==> config.mk <==
export PLATFORM = sky130hd
export DESIGN_NAME = button_event_decoder
export DESIGN_NICKNAME = d
export VERILOG_FILES = /design/src/rtl/pipeline_types_pkg.sv /design/src/rtl/button_event_decoder_press_timer.sv /design/src/rtl/button_event_decoder.sv
export SDC_FILE = /design/constraint.sdc
export NUM_CORES = 1
export LEC_CHECK = 0
export CAP_MARGIN = 20
export CORE_UTILIZATION = 55
export DETAILED_ROUTE_END_ITERATION = 12
export GPL_TIMING_DRIVEN = 0
export PLACE_DENSITY = 0.85
export SLEW_MARGIN = 20
export SYNTH_ARGS = -nofsm -noshare
export SYNTH_HDL_FRONTEND = slang
export SYNTH_SLANG_ARGS = --single-unit
==> constraint.sdc <==
create_clock -name i_clk -period 2.4 [get_ports i_clk]
set_input_delay 0.36 -clock i_clk [delete_from_list [all_inputs] [get_ports i_clk]]
set_output_delay 0.36 -clock i_clk [all_outputs]
set_load 0.05 [all_outputs]
==> src/rtl/pipeline_types_pkg.sv <==
// Types shared along the button pipeline: debounced edge pulses and decoded user events.
package pipeline_types;

    typedef struct packed {
        logic rising;
        logic falling;
    } edges_t;

    typedef enum logic [1:0] {
        EV_NONE   = 2'd0,
        EV_SHORT  = 2'd1,
        EV_LONG   = 2'd2,
        EV_DOUBLE = 2'd3
    } button_event_t;

    localparam button_event_t RESET_VALUES_BUTTON_EVENT = EV_NONE;

    function automatic int unsigned max_u(input int unsigned a, input int unsigned b);
        return (a > b) ? a : b;
    endfunction

endpackage

==> src/rtl/button_event_decoder_press_timer.sv <==
// press_timer: clearable, saturating up-counter with an equality-threshold flag.
module press_timer #(
    parameter int unsigned Width = 4
) (
    input  logic             clk,
    input  logic             reset_n,
    input  logic             clear,
    input  logic             enable,
    input  logic [Width-1:0] threshold,
    output logic             hit
);

    logic [Width-1:0] count_q;
    logic [Width-1:0] count_d;

    always_comb begin
        count_d = count_q;
        if (clear) begin
            count_d = '0;
        end else if (enable && (count_q != '1)) begin
            count_d = count_q + 1'b1;
        end
    end

    always_ff @(posedge clk) begin
        if (!reset_n) begin
            count_q <= '0;
        end else begin
            count_q <= count_d;
        end
    end

    assign hit = (count_q == threshold);

endmodule

==> src/rtl/button_event_decoder.sv <==
// Turns debounced button edges into SHORT / LONG / DOUBLE event pulses.
// Define BUTTON_DOUBLE_CLICK_EN to build the GAP state and double-click detection.
module button_event_decoder
    import pipeline_types::*;
#(
    parameter int unsigned LONG_PRESS_CYCLES = 50_000_000,
    parameter int unsigned DOUBLE_GAP_CYCLES = 12_500_000
) (
    input  logic          i_clk,
    input  logic          i_reset_n,
    input  logic          i_signal_syncd,
    input  edges_t        i_edges,
    output logic          o_event_valid,
    output button_event_t o_event,
    output logic [7:0]    o_event_count,
    output logic          o_busy
);

`ifdef BUTTON_DOUBLE_CLICK_EN
    localparam int unsigned MaxCycles = max_u(LONG_PRESS_CYCLES, DOUBLE_GAP_CYCLES);
`else
    localparam int unsigned MaxCycles = LONG_PRESS_CYCLES;
`endif
    localparam int unsigned CntW = $clog2(MaxCycles + 1);

    if (LONG_PRESS_CYCLES < 2 || DOUBLE_GAP_CYCLES < 2) begin : gen_param_check
        $error("button_event_decoder: cycle parameters must be >= 2");
    end

    typedef enum logic [1:0] {
        StIdle,
        StPressed,
`ifdef BUTTON_DOUBLE_CLICK_EN
        StGap,
`endif
        StReleaseWait
    } state_e;

    state_e        state_q, state_d;
    button_event_t ev_d;
    logic          rise, fall;
    logic          hit;
    logic          timer_en;
    logic [CntW-1:0] threshold;

    // Simultaneous rising and falling pulses are contradictory and dropped.
    assign rise = i_edges.rising & ~i_edges.falling;
    assign fall = i_edges.falling & ~i_edges.rising;

`ifdef BUTTON_DOUBLE_CLICK_EN
    assign timer_en  = (state_q == StPressed) || (state_q == StGap);
    assign threshold = (state_q == StGap) ? CntW'(DOUBLE_GAP_CYCLES - 1)
                                          : CntW'(LONG_PRESS_CYCLES - 1);
`else
    assign timer_en  = (state_q == StPressed);
    assign threshold = CntW'(LONG_PRESS_CYCLES - 1);
`endif

    press_timer #(
        .Width (CntW)
    ) u_press_timer (
        .clk       (i_clk),
        .reset_n   (i_reset_n),
        .clear     (state_d != state_q),
        .enable    (timer_en),
        .threshold (threshold),
        .hit       (hit)
    );

    always_ff @(posedge i_clk) begin
        if (!i_reset_n) begin
            state_q       <= StIdle;
            o_event_valid <= 1'b0;
            o_event       <= RESET_VALUES_BUTTON_EVENT;
            o_event_count <= 8'd0;
            o_busy        <= 1'b0;
        end else begin
            state_q       <= state_d;
            o_event_valid <= (ev_d != EV_NONE);
            o_event       <= ev_d;
            if (ev_d != EV_NONE) begin
                o_event_count <= o_event_count + 8'd1;
            end
            o_busy        <= (state_d != StIdle);
        end
    end

    always_comb begin
        state_d = state_q;
        unique case (state_q)
            StIdle: begin
                if (rise) begin
                    state_d = StPressed;
                end else if (i_signal_syncd) begin
                    // Held across reset: wait for a fresh rising edge.
                    state_d = StIdle;
                end
            end
            StPressed: begin
                if (fall) begin
`ifdef BUTTON_DOUBLE_CLICK_EN
                    state_d = StGap;
`else
                    state_d = StIdle;
`endif
                end else if (hit) begin
                    state_d = StReleaseWait;
                end
            end
`ifdef BUTTON_DOUBLE_CLICK_EN
            StGap: begin
                if (rise) begin
                    state_d = StReleaseWait;
                end else if (hit) begin
                    state_d = StIdle;
                end
            end
`endif
            StReleaseWait: begin
                if (fall) begin
                    state_d = StIdle;
                end
            end
            default: state_d = StIdle;
        endcase
    end

    always_comb begin
        ev_d = EV_NONE;
        unique case (state_q)
            StPressed: begin
                if (!fall && hit) begin
                    ev_d = EV_LONG;
                end
`ifndef BUTTON_DOUBLE_CLICK_EN
                if (fall) begin
                    ev_d = EV_SHORT;
                end
`endif
            end
`ifdef BUTTON_DOUBLE_CLICK_EN
            StGap: begin
                if (rise) begin
                    ev_d = EV_DOUBLE;
                end else if (hit) begin
                    ev_d = EV_SHORT;
                end
            end
`endif
            default: ev_d = EV_NONE;
        endcase
    end

endmodule

==> results_dict.tcl <==
set metrics [dict create \
    rsz0062_at_grt "no" \
    yosys.area.top_type "dfxtp_1" \
    nets 271 \
    startpoint_type "flop" \
    insertion_delay_ps 300 \
    drv_slew 0 \
    synth.distinct_cells 47 \
    htreeDepth 2 \
    setup_slack_ps 169 \
    relSlewSlack_pct 54.5 \
    max_cap_viol_count 0 \
    ys_seq_area_share_pct 38.4 \
    hpwl_um 3430 \
    ys_async_sr_fraction_pct 0 \
    synth_ff_type "dfxtp_1" \
    muxShareOfSynthArea_pct 1.92 \
    ys_top_cells_by_area "dfxtp_1, a21oi_1, nand2_1" \
    reg2reg_depth 7 \
    ys_ff_latch 40 \
    core_mm2 0.00347 \
    hold_violations 0 \
    min_to "o_event_count[7]" \
    overflow 0 \
    firstDrtPassIters 4 \
    drt_iter0_drc 146 \
    cts_sinks 40 \
    drc_errors 0 \
    crit_type "flop to flop" \
    grt.total_usage_pct 26.7 \
    die_h_um 63.5 \
    fmax_mhz 448 \
    dp_slack_ps 59.7 \
    gp_congestion 0.852 \
    drive_gt1_share_pct 9.06 \
    drt-vias-per-instance 6.31 \
    layout_common_cells "dfxtp_1, nand2_1, a21oi_1, nand3_1, clkdlybuf4s50_1" \
    holdPathStages 2 \
    die-area_mm2 0.00404 \
    crit_required_ps 2620 \
    grt_pass1_vias 1863 \
    post-route-min-period_ps 2230 \
    crit_fanout 10 \
    setup-tns-final_ps 0 \
    synth_fp_nets 249 \
    vias 1962 \
    hp-class "flop to flop" \
    antenna_found_initial 0 \
    io_buffers 15 \
    io_pins 17 \
    yosys_warnings 0 \
    numCtsBuffers 5 \
    synth_top_area_share_pct 38.4 \
    worst_slew_pin_slew_ps 677 \
    syn_area_per_cell_um2 8.61 \
    setup_viol 0 \
    max_stage_delay_ps 690 \
    synth_cells 242 \
    synthAdderAreaFrac_pct 1.20 \
    rr_startpoint "u_press_timer.count_q[12]" \
    cts_tree "built" \
    r2r_slack_ps 170 \
    yosys.area_share.simple_pct 32.9 \
    cts-resized-gates 0 \
    period_share_pct 93.0 \
    finClkSkew_ps 11.1 \
    vdd_drop_max_mv 0.464 \
    syn_to_final_growth_pct 15.7 \
    antenna_left 0 \
    cts-root-buf "clkbuf_8" \
    drt_wl_total_um 4970 \
    arrival_ps 2450 \
    clockBufferDepth 2 \
    grt_start_max_net_pins 13 \
    pwr_density_cell_mw_per_mm2 538 \
    rows 21 \
    r2r-end "u_press_timer.count_q[22]" \
    leakage_nw 0.742 \
    die_x_um 63.5 \
    path_clk_slew_ps 80 \
    cts_hold_buf 0 \
    post_cts_buffers 0 \
    wl_per_cell_um 16.0 \
    path_cells "nand4_1, nor4_2, and2_1, buf_6, buf_6, o31ai_1, a21oi_1" \
    cpMostUsedCell "buf_6" \
    antennaDiodeCount 0 \
    grt_pass1_wl_um 8430 \
    slowest_stage "nor4_2" \
    hp-start "o_event_count[7]" \
    timing.hold.ws_ps 477 \
    synth_compound_area_share_pct 18.8 \
    synthXorXnorAreaFrac_pct 2.94 \
    synth_edf_count 0 \
    mostFrequentLayoutCell "dfxtp_1" \
    status "completed" \
    start_util_pct 60.1 \
    synth_area_mm2 0.00208 \
    synth_top_family_by_area "simple AND/OR/NAND/NOR gates" \
    end_kind "flop" \
]
-- layout make-up --
cell class / count / area [µm²]
Tap cell: 46 / 57.6
Clock inverter: 2 / 35.0
Timing Repair Buffer: 15 / 150
Inverter: 6 / 22.5
Sequential cell: 40 / 801
Buffer: 8 / 56.3
Clock buffer: 6 / 72.6
Fill cell: 274 / 1060
Multi-Input combinational cell: 188 / 1220
-- flip-flops by register name, summed over array words and instances, names as in the netlist --
register               count
u_press_timer.count_q     26
o_busy                     1
o_event_valid              1
o_event                    2
o_event_count              8
state_q                    2
-- metal layers --
metal	up-vias	global-route usage (%)	routed length [µm]
li1	967	-	-
met1	927	34.4	2220
met2	58	42.4	2360
met3	10	5.07	272
met4	0	12.8	122
met5	-	0	0
-- report_power, final --
group	internal [mW]	switching (mW)	leakage, nW
Clock	0.309	0.242	0.0552
Combinational	0.0244	0.0510	0.364
Sequential	0.668	0.00454	0.323
-- logic make-up (layout without fill, tap and decap cells) --
logic type | Yosys count | count (layout)
AO/OA/AOI/OAI | 60 | 60
XOR/XNOR | 7 | 7
adder cells (fa/ha/maj) | 2 | 2
buffers and inverters | 14 | 37
flip-flops | 40 | 40
multiplexers | 4 | 4
AND/OR/NAND/NOR | 115 | 115
-- per-stage QoR --
step	instances	utilization (%)	total power [mW]	instance area, µm²
2_1_floorplan	242	-	0.733	2080
3_3_place_gp	303	66.1	0.759	2290
3_5_place_dp	303	66.1	0.761	2290
4_1_cts	311	69.2	1.29	2400
5_1_grt	311	69.5	1.33	2410
6_report	311	69.5	1.30	2410
-- Yosys cell counts, types with 4 or more instances --
cell type,count
xnor2_1,6
dfxtp_1,40
nand2_1,27
nand2b_1,4
or4_1,12
mux2i_1,4
nand3_1,15
inv_1,6
nand4_1,6
nor3_1,7
o21ai_0,8
o31ai_1,11
nor2_1,14
a21oi_1,23
or3_1,5
-- critical path: cells and delay by family, from the launching register on --
kind                   cells  cell delay (ps)
AOI/OAI and AO/OA          2              240
and+or+nand+nor            3             1180
buffers and inverters      2              310
DFF                        1              420
-- how the worst max path moves through the flow --
stage,depth (start not counted),endpoint,start
after floorplan,7,o_event_count[6],u_press_timer.count_q[0]
after global placement,7,u_press_timer.count_q[2],i_edges[0]
after detailed placement,7,u_press_timer.count_q[19],i_edges[0]
after CTS,7,u_press_timer.count_q[21],u_press_timer.count_q[0]
after global routing,7,u_press_timer.count_q[22],u_press_timer.count_q[0]
final,7,u_press_timer.count_q[22],u_press_timer.count_q[12]
Note: power is estimated with default switching activity, not from simulation.
